### src/rtl/mux_scan_n.sv
// N:1 single-bit multiplexer with a registered output and a scan mode.
// The scan mode serialises a captured input word channel by channel.
module mux_scan_n #(
    parameter int SEL_W = 4,
    parameter int DWELL = 1
) (
    input  logic                    clk,
    input  logic                    reset,
    input  logic [(2**SEL_W)-1:0]   In,
    input  logic [SEL_W-1:0]        sel,
    input  logic                    mode,
    input  logic                    start,
    input  logic                    dir,
    input  logic                    abort,
    output logic                    Y,
    output logic                    Y_L,
    output logic [SEL_W-1:0]        ch,
    output logic                    valid,
    output logic                    busy,
    output logic                    done
);

    localparam int N     = 2**SEL_W;
    localparam int CNT_W = (DWELL > 1) ? $clog2(DWELL) : 1;
    localparam logic [CNT_W-1:0] CNT_LAST = CNT_W'(DWELL - 1);
    localparam logic [SEL_W-1:0] PTR_MAX  = SEL_W'(N - 1);

    typedef enum logic {
        IDLE,
        SCAN
    } state_t;

    state_t             state;
    logic [N-1:0]       shadow;
    logic [SEL_W-1:0]   ptr;
    logic [CNT_W-1:0]   cnt;
    logic               dir_r;
    logic               last_ch;
    logic               last_cyc;

    function automatic logic [SEL_W-1:0] ptr_step(input logic [SEL_W-1:0] p,
                                                  input logic down);
        return down ? (p - SEL_W'(1)) : (p + SEL_W'(1));
    endfunction

    // The final channel depends on the direction latched at start.
    assign last_ch  = dir_r ? (ptr == '0) : (ptr == PTR_MAX);
    assign last_cyc = (cnt == CNT_LAST);

    assign Y_L = ~Y;

    always_ff @(posedge clk or posedge reset) begin
        if (reset) begin
            state  <= IDLE;
            Y      <= 1'b0;
            ch     <= '0;
            valid  <= 1'b0;
            busy   <= 1'b0;
            done   <= 1'b0;
            shadow <= '0;
            ptr    <= '0;
            cnt    <= '0;
            dir_r  <= 1'b0;
        end else begin
            case (state)
                IDLE: begin
                    done <= 1'b0;
                    if (!mode) begin
                        Y     <= In[sel];
                        ch    <= sel;
                        valid <= 1'b1;
                    end else if (start) begin
                        shadow <= In;
                        ptr    <= dir ? PTR_MAX : '0;
                        cnt    <= '0;
                        dir_r  <= dir;
                        state  <= SCAN;
                        busy   <= 1'b1;
                        valid  <= 1'b0;
                    end else begin
                        valid <= 1'b0;
                    end
                end
                SCAN: begin
                    // Abort outranks completion, so a coinciding abort never pulses done.
                    if (abort) begin
                        state <= IDLE;
                        busy  <= 1'b0;
                        valid <= 1'b0;
                    end else begin
                        Y     <= shadow[ptr];
                        ch    <= ptr;
                        valid <= (cnt == '0);
                        if (last_cyc) begin
                            cnt <= '0;
                            if (last_ch) begin
                                state <= IDLE;
                                busy  <= 1'b0;
                                done  <= 1'b1;
                            end else begin
                                ptr <= ptr_step(ptr, dir_r);
                            end
                        end else begin
                            cnt <= cnt + CNT_W'(1);
                        end
                    end
                end
                default: state <= IDLE;
            endcase
        end
    end

endmodule

### config.mk
export PLATFORM = sky130hd
export DESIGN_NAME = mux_scan_n
export DESIGN_NICKNAME = d
export VERILOG_FILES = /design/src/rtl/mux_scan_n.sv
export SDC_FILE = /design/constraint.sdc
export NUM_CORES = 1
export LEC_CHECK = 0
export BUFFER_PORTS_ARGS = -buffer_cell sky130_fd_sc_hd__buf_2
export CORE_UTILIZATION = 25
export DETAILED_ROUTE_END_ITERATION = 16
export SYNTH_ARGS = -nofsm -noshare
export SYNTH_HDL_FRONTEND = slang
export SYNTH_SLANG_ARGS = --single-unit
export TNS_END_PERCENT = 1
### constraint.sdc
create_clock -name clk -period 2.79 [get_ports clk]
set_clock_uncertainty 0.2 [all_clocks]
set_input_delay 0.1395 -clock clk [delete_from_list [all_inputs] [get_ports clk]]
set_output_delay 0.1395 -clock clk [all_outputs]
set_load 0.02 [all_outputs]
==> impl_metrics.env, run 1 <==
export IMPL_crit_family="multiplexers"
export IMPL_synth_largest_area_cell="dfrtp_1"
export IMPL_arrival_ns=2.25
export IMPL_yosysMostFrequentCell="nand2_1"
export IMPL_cts_tree="yes"
export IMPL_worst_path_max_delay_cell="dfrtp_1"
export IMPL_cp_required_ns=2.76
export IMPL_rsz0062_at_grt="no"
export IMPL_wl_per_cell_um=13.5
export IMPL_portBuffers=34
export IMPL_internal_power_mw=1.06
export IMPL_dpl_cell_area_um2=1880
export IMPL_die_h_um=83.4
export IMPL_seq_area_frac_synth=0.453
export IMPL_p_comb_frac=0.392
export IMPL_cts_root_buf="clkbuf_8"
export IMPL_synth_edf_count=0
export IMPL_io_pin_count=35
export IMPL_synthTopCellsByArea="dfrtp_1, nand2_1, mux4_1, mux2i_1, a21oi_1"
export IMPL_fmax_mhz=438
export IMPL_die_w_um=83.4
export IMPL_clk_pin_slew_ns=0.07
export IMPL_syn_area_um2=1660
export IMPL_htree_levels=2
export IMPL_fin_hold_ws_ns=0.00997
export IMPL_synth_top_cell_area_share=0.453
export IMPL_syn_inst=169
export IMPL_drv_slew=0
export IMPL_critical_path_class="flop to flop"
export IMPL_status="complete, no violations"
export IMPL_seq_power_share=0.414
export IMPL_core_area_um2=6390
export IMPL_antenna_found_initial=0
export IMPL_nFillCells=682
export IMPL_async_flop_share=1.00
export IMPL_track_usage=0.129
export IMPL_tns_ns=0
export IMPL_route_detailed_drc=0
export IMPL_crit_path_cell_trace="mux4_4 > a2111oi_0 > a311oi_1 > mux2_2"
export IMPL_clkPwrFrac=0.193
export IMPL_hp_class="input port to flop"
export IMPL_yosysWarnings=0
export IMPL_syn_to_final_growth_pct=29.7
export IMPL_cts_setup_buffers=0
export IMPL_regArea_um2=751
export IMPL_finalPower_mw=1.70
export IMPL_cp_start_kind="flop"
export IMPL_syn_avg_cell_area_um2=9.81
export IMPL_rows=29
export IMPL_overflow=0
export IMPL_antenna_cells=0
export IMPL_maxCapViolations=0
export IMPL_syn_nets=198
export IMPL_p_sw_frac=0.379
export IMPL_grt_pass1_vias=1434
export IMPL_hold_viol=0
export IMPL_clock_latency_ns=0.29
export IMPL_multi_input_area_um2=802
export IMPL_dp_hpwl_mm=2.88
export IMPL_leakage_nw=1.05
export IMPL_wl_mm=4.05
export IMPL_p_per_area_nw_per_um2=790
export IMPL_grt_pass1_wl_mm=7.02
export IMPL_grt_max_degree=31
export IMPL_synth_ff_latch_count=30
export IMPL_routed_via_density=4.58
export IMPL_final_layout_size_suffix_gt1_frac=0.210
export IMPL_dr_pass1_iters=4
export IMPL_yosysUniqueCellTypes=39
export IMPL_cp_end_kind="flop"
export IMPL_first_iter_violations=100
export IMPL_gp_congestion=0.770
export IMPL_clockBufferDepth=2
export IMPL_hold_depth=3
export IMPL_vdd_drop_max_mv=0.302
export IMPL_utilization=0.337
export IMPL_rr_worst_depth=4
export IMPL_slowest_delay_ns=0.64
export IMPL_vias=1379
export IMPL_cp_depth=4
export IMPL_p_sw_mw=0.643
export IMPL_path_max_fanout=13
export IMPL_initial_core_util=0.260
export IMPL_synthTopCellsByCount="nand2_1, dfrtp_1, nor2_1, a21oi_1"
export IMPL_dieArea_um2=6960
export IMPL_cts_buffers=5
export IMPL_ant_nets=0
export IMPL_fin_crit_sh=0.819
export IMPL_slew_limit_headroom=0.519
export IMPL_nNetsFinal=253
export IMPL_crit_buf_inv=0
export IMPL_finalCriticalPeriod_ns=2.28
export IMPL_cts_sinks=30
export IMPL_setup_viol=0
export IMPL_worst_pin_slew_ns=0.721
export IMPL_synth_ff_type="dfrtp_1"
export IMPL_fin_area_um2=2150
path summary, 6_finish.rpt:
check                           slack [ns]          to        from
worst max-delay path                  0.51           Y      ptr[1]
worst min-delay path                  0.01       ch[2]      sel[2]
worst max register to register        0.51           Y      ptr[1]
worst min register to register        0.27  shadow[14]  shadow[14]
max in group asynchronous             1.82   shadow[2]       reset
min in group asynchronous             0.27   shadow[9]       reset
logic make-up after synthesis:
| kind of cell | synth area share |
|---|---|
| simple gates | 0.183 |
| flops | 0.453 |
| compound gates | 0.0966 |
| buf+inv | 0.0634 |
| mux | 0.167 |
| fa+ha+maj | 0.0272 |
| xor+xnor | 0.0106 |
layer usage:
metal | GRT usage | wire, µm | vias to the layer above | part of all wire
met1 | 0.164 | 1950 | 656 | 0.48
li1 | - | - | 685 | -
met2 | 0.206 | 1850 | 31 | 0.46
met5 | 0 | 0 | - | 0
met3 | 0.0408 | 203 | 7 | 0.050
met4 | 0.0478 | 44 | 0 | 0.011
registers in the layout, indices dropped and copies added, names as in the netlist:
register,cells
valid,1
dir_r,1
busy,1
state,1
ptr,4
done,1
shadow,16
Y,1
ch,4
what timing repair did:
action,CTS,global route
gates resized for setup,0,0
endpoints found under the hold margin,48,0
hold buffers,19,0
layout make-up:
| class | instances | share of cell area |
|---|---|---|
| multi-input combinational | 121 | 0.373 |
| tap | 77 | 0.0448 |
| inverter | 9 | 0.0157 |
| timing repair buffer | 57 | 0.182 |
| sequential | 30 | 0.349 |
| clock buffer | 7 | 0.0355 |
worst reg2reg max path, cell delays in order (launching register included):
cell       delay, ns
dfrtp_1         0.64
mux4_4          0.52
a2111oi_0       0.42
a311oi_1        0.10
mux2_2          0.30
per-stage QoR:
step / setup slack [ns] / std cells
6_report: 0.506 / 301
5_1_grt: 0.403 / 301
4_1_cts: 0.505 / 301
3_5_place_dp: 0.512 / 275
3_3_place_gp: 0.562 / 275
2_1_floorplan: 0.709 / 169
power groups by stage:
stage,clock [mW],combinational [mW],sequential [mW]
global route,0.354,0.753,0.730
finish,0.329,0.667,0.704
global placement,0,0.628,0.711
detailed placement,0,0.644,0.711
CTS,0.339,0.671,0.704
floorplan,0,0.507,0.687
cell usage in the layout, fill, tap and decap left out, types with 2 or more instances in the layout:
master         instances
mux2i_1                9
nor2_1                12
xnor2_1                2
inv_1                  9
clkbuf_8               5
buf_4                  4
dfrtp_1               30
clkbuf_1               2
dlygate4sd3_1         19
nand2_1               53
ha_1                   2
a2111oi_0              2
buf_2                 34
a21oi_1               11
mux4_1                 4
mux2_2                 2
o21ai_1                2
(Power assumes the default switching activity.)
==> run 2: changes to the inputs <==
Clock period 2.79 ns to 2.05 ns, I/O delays scaled along.
==> impl_metrics.env, run 2 (synthesized netlist as in run 1, its figures left out) <==
export IMPL_fin_hold_ws_ns=0.0388
export IMPL_antenna_found_initial=0
export IMPL_path_max_fanout=3
export IMPL_clkPwrFrac=0.194
export IMPL_tns_ns=0
export IMPL_slew_limit_headroom=0.742
export IMPL_dieArea_um2=6960
export IMPL_largest_reg_flops=16
export IMPL_ant_nets=0
export IMPL_cp_end_kind="flop"
export IMPL_seq_power_share=0.371
export IMPL_drv_slew=0
export IMPL_rows=29
export IMPL_regMostFlops="shadow"
export IMPL_die_w_um=83.4
export IMPL_worst_path_max_delay_cell="mux4_4"
export IMPL_layout_commonest_cell="nand2_1"
export IMPL_rsz0062_at_grt="yes"
export IMPL_cts_root_buf="clkbuf_8"
export IMPL_cts_sinks=30
export IMPL_cp_start_kind="flop"
export IMPL_gp_congestion=0.766
export IMPL_p_comb_frac=0.435
export IMPL_p_sw_frac=0.373
export IMPL_r2r_slack_ns=0.01
export IMPL_antenna_cells=0
export IMPL_fin_crit_sh=0.995
export IMPL_wl_per_cell_um=13.1
export IMPL_critical_path_class="flop to flop"
export IMPL_p_per_area_nw_per_um2=1110
export IMPL_grt_pass1_vias=1399
export IMPL_hp_class="input port to flop"
export IMPL_nNetsFinal=266
export IMPL_htree_levels=2
export IMPL_grt_pass1_wl_mm=7.02
export IMPL_clk_pin_slew_ns=0.07
export IMPL_fmax_mhz=490
export IMPL_track_usage=0.128
export IMPL_hold_viol=0
export IMPL_slowest_delay_ns=0.66
export IMPL_maxCapViolations=0
export IMPL_dp_hpwl_mm=3.03
export IMPL_finalCriticalPeriod_ns=2.04
export IMPL_final_layout_size_suffix_gt1_frac=0.277
export IMPL_portBuffers=34
export IMPL_crit_path_cell_trace="mux4_4 > a2111oi_4 > a311oi_1 > mux2_4"
export IMPL_clock_latency_ns=0.28
export IMPL_crit_family="multiplexers"
export IMPL_syn_to_final_growth_pct=39.5
export IMPL_dr_pass1_iters=4
export IMPL_setup_viol=0
export IMPL_grt_max_degree=31
export IMPL_crit_buf_inv=0
export IMPL_nFillCells=681
export IMPL_initial_core_util=0.260
export IMPL_cts_tree="yes"
export IMPL_route_detailed_drc=0
export IMPL_arrival_ns=2.01
export IMPL_worst_pin_slew_ns=0.387
export IMPL_vdd_drop_max_mv=0.425
export IMPL_leakage_nw=1.13
export IMPL_overflow=0
export IMPL_reg_largest_list="shadow: 16 flops, ch: 4 flops, ptr: 4 flops"
export IMPL_internal_power_mw=1.61
export IMPL_cts_setup_buffers=0
export IMPL_first_iter_violations=56
export IMPL_p_sw_mw=0.958
export IMPL_cts_buffers=5
export IMPL_core_area_um2=6390
export IMPL_io_pin_count=35
export IMPL_status="complete, no violations"
export IMPL_clockBufferDepth=2
export IMPL_wl_mm=4.11
export IMPL_vias=1405
export IMPL_routed_via_density=4.46
export IMPL_cp_required_ns=2.02
export IMPL_die_h_um=83.4
export IMPL_layout_common_cells="nand2_1, buf_2, dfrtp_1"
run 2: changes by cell type in the layout (fill, tap and decap cells not counted), sizes merged:
cell	change
clkinv	+1
buf	+11
dlygate4sd3	+2
run 2: worst paths after layout:
check | start | cells after the start | to
min reg2reg | shadow[15] | 2 | shadow[15]
min | sel[1] | 3 | ch[1]
max | ptr[0] | 4 | Y
max in group asynchronous | reset | 4 | ptr[0]
min in group asynchronous | reset | 4 | done
max reg2reg | ptr[0] | 4 | Y
run 2: layer usage:
metal,share of wire,vias to the layer above,routed length [µm],track usage
li1,-,715,-,-
met1,0.49,658,2020,0.176
met2,0.46,29,1880,0.194
met5,0,-,0,0
met4,0.010,0,42,0.0508
met3,0.042,3,171,0.0288
run 2: power groups by stage:
stage / Sequential [mW] / Combinational (mW) / Clock (mW)
2_1_floorplan: 0.941 / 0.726 / 0
3_3_place_gp: 0.952 / 1.03 / 0
3_5_place_dp: 0.953 / 1.05 / 0
4_1_cts: 0.947 / 1.10 / 0.520
5_1_grt: 0.981 / 1.24 / 0.541
6_report: 0.952 / 1.12 / 0.498
run 2: worst register-to-register path, cell delays in order (launching register included):
cell and delay, ns:
dfrtp_2 0.41, mux4_4 0.66, a2111oi_4 0.30, a311oi_1 0.08, mux2_4 0.27
run 2: layout make-up:
class / instances / area, µm² / area share
clock inverter: 1 / 5.00 / 0.00216
multi-input combinational: 121 / 841 / 0.364
timing repair buffer: 70 / 497 / 0.215
inverter: 9 / 33.8 / 0.0146
tap: 77 / 96.3 / 0.0417
clock buffer: 7 / 86.3 / 0.0373
sequential: 30 / 753 / 0.326
run 2: repair_timing:
action                                  CTS  global route
endpoints found under the setup margin    3             5
pin swaps                                 0             1
resized for setup                         3             4
cloned                                    0             0
hold buffers                             21             0
hold endpoints to repair                 51             0
run 2: metrics by stage:
step / cell area (µm²) / util / std cells / total power, mW / setup slack [ns]
after floorplan: 1680 / - / 169 / 1.67 / 0.0441
after global placement: 1990 / 0.311 / 286 / 1.99 / -0.0392
after detailed placement: 1990 / 0.311 / 286 / 2.00 / -0.0889
after CTS: 2300 / 0.360 / 315 / 2.57 / -0.0477
after global routing: 2310 / 0.362 / 315 / 2.76 / -0.0748
final: 2310 / 0.362 / 315 / 2.57 / 0.0101
==> run 3: changes to the inputs <==
Settings changed: RECOVER_POWER from default to 50.
==> impl_metrics.env, run 3 (synthesized netlist as in run 1, its figures left out) <==
export IMPL_status="complete, no violations"
export IMPL_seq_power_share=0.372
export IMPL_htree_levels=2
export IMPL_final_layout_size_suffix_gt1_frac=0.269
export IMPL_regMostFlops="shadow"
export IMPL_r2r_slack_ns=0.01
export IMPL_drv_slew=0
export IMPL_cts_buffers=5
export IMPL_slew_limit_headroom=0.493
export IMPL_leakage_nw=1.13
export IMPL_cp_start_kind="flop"
export IMPL_placed_cells=286
export IMPL_clock_latency_ns=0.28
export IMPL_place_ws_ns=-0.0889
export IMPL_portBuffers=34
export IMPL_fin_crit_sh=0.995
export IMPL_reg_largest_list="shadow: 16 flops, ch: 4 flops, ptr: 4 flops"
export IMPL_cts_setup_buffers=0
export IMPL_nFillCells=680
export IMPL_stdcell_count=315
export IMPL_clockBufferDepth=2
export IMPL_gp_congestion=0.766
export IMPL_wl_mm=4.12
export IMPL_finalCriticalPeriod_ns=2.04
export IMPL_maxCapViolations=0
export IMPL_cp_required_ns=2.02
export IMPL_die_h_um=83.4
export IMPL_grt_max_degree=31
export IMPL_p_per_area_nw_per_um2=1110
export IMPL_cts_sinks=30
export IMPL_hp_class="input port to flop"
export IMPL_layout_common_cells="nand2_1, buf_2, dfrtp_1"
export IMPL_track_usage=0.128
export IMPL_p_comb_frac=0.434
export IMPL_path_max_fanout=3
export IMPL_reg2reg_from="ptr[0]"
export IMPL_cts_root_buf="clkbuf_8"
export IMPL_dr_pass1_iters=4
export IMPL_p_sw_mw=0.959
export IMPL_ant_nets=0
export IMPL_finalPower_mw=2.56
export IMPL_first_iter_violations=56
export IMPL_route_detailed_drc=0
export IMPL_layout_commonest_cell="nand2_1"
export IMPL_worst_pin_slew_ns=0.760
export IMPL_cp_end_kind="flop"
export IMPL_dp_hpwl_mm=3.03
export IMPL_dieArea_um2=6960
export IMPL_internal_power_mw=1.60
export IMPL_antenna_cells=0
export IMPL_vdd_drop_max_mv=0.426
export IMPL_setup_viol=0
export IMPL_die_w_um=83.4
export IMPL_arrival_ns=2.01
export IMPL_grt_pass1_wl_mm=7.02
export IMPL_core_area_um2=6390
export IMPL_p_sw_frac=0.374
export IMPL_wl_per_cell_um=13.1
export IMPL_io_pin_count=35
export IMPL_hold_start="sel[1]"
export IMPL_tns_ns=0
export IMPL_crit_start="ptr[0]"
export IMPL_hold_viol=0
export IMPL_syn_to_final_growth_pct=39.2
export IMPL_overflow=0
export IMPL_clkPwrFrac=0.194
export IMPL_largest_reg_flops=16
export IMPL_critical_path_class="flop to flop"
export IMPL_clk_pin_slew_ns=0.07
export IMPL_antenna_found_initial=0
export IMPL_fmax_mhz=490
export IMPL_rsz0062_at_grt="yes"
export IMPL_routed_via_density=4.46
export IMPL_initial_core_util=0.260
export IMPL_grt_pass1_vias=1399
export IMPL_nNetsFinal=266
export IMPL_cts_tree="yes"
export IMPL_final_setup_worst_slack_ns=0.0101
export IMPL_rows=29
export IMPL_vias=1406
==> run 3: final timing paths <==
check,end,cells after the start
max in group asynchronous,ptr[0],4
hold / removal,ch[1],3
setup / recovery,Y,4
setup reg to reg,Y,4
hold reg to reg,shadow[15],2
min in group asynchronous,done,4
==> run 3: worst max-delay path, cell delays in order, from the launching register on <==
cell	delay, ns
dfrtp_2	0.41
mux4_4	0.66
a2111oi_4	0.30
a311oi_1	0.08
mux2_4	0.27
==> run 3: timing repair <==
action                     4_1_cts  5_1_grt
hold endpoints to repair        51        0
pin swaps                        0        1
setup endpoints to repair        3        5
resized for setup                3        4
hold buffers                    21        0
==> run 3: layout make-up <==
class | instances | area, µm² | area share
Clock buffer | 7 | 86.3 | 0.0374
Clock inverter | 1 | 5.00 | 0.00217
Inverter | 9 | 33.8 | 0.0146
Multi-Input combinational cell | 121 | 841 | 0.364
Sequential cell | 30 | 753 | 0.326
Tap cell | 77 | 96.3 | 0.0418
Timing Repair Buffer | 70 | 492 | 0.213
==> run 3: per-stage QoR <==
step | utilization | hold slack [ns] | area (µm²)
after floorplan | - | -0.00669 | 1680
after global placement | 0.311 | 0.00792 | 1990
after detailed placement | 0.311 | 0.0106 | 1990
after CTS | 0.360 | 0.0420 | 2300
after global routing | 0.361 | 0.0674 | 2310
final | 0.361 | 0.0388 | 2310
==> run 3: layer usage <==
metal / global-route usage / wire length (µm)
met3: 0.0288 / 172
met5: 0 / 0
met2: 0.194 / 1880
met4: 0.0508 / 42
met1: 0.176 / 2020
==> run 3: power groups by stage <==
stage                     clock (mW)  combinational [mW]  sequential [mW]
after floorplan                    0               0.726            0.941
after global placement             0                1.03            0.952
after detailed placement           0                1.05            0.953
after CTS                      0.520                1.10            0.947
after global routing           0.541                1.24            0.982
final                          0.498                1.11            0.952
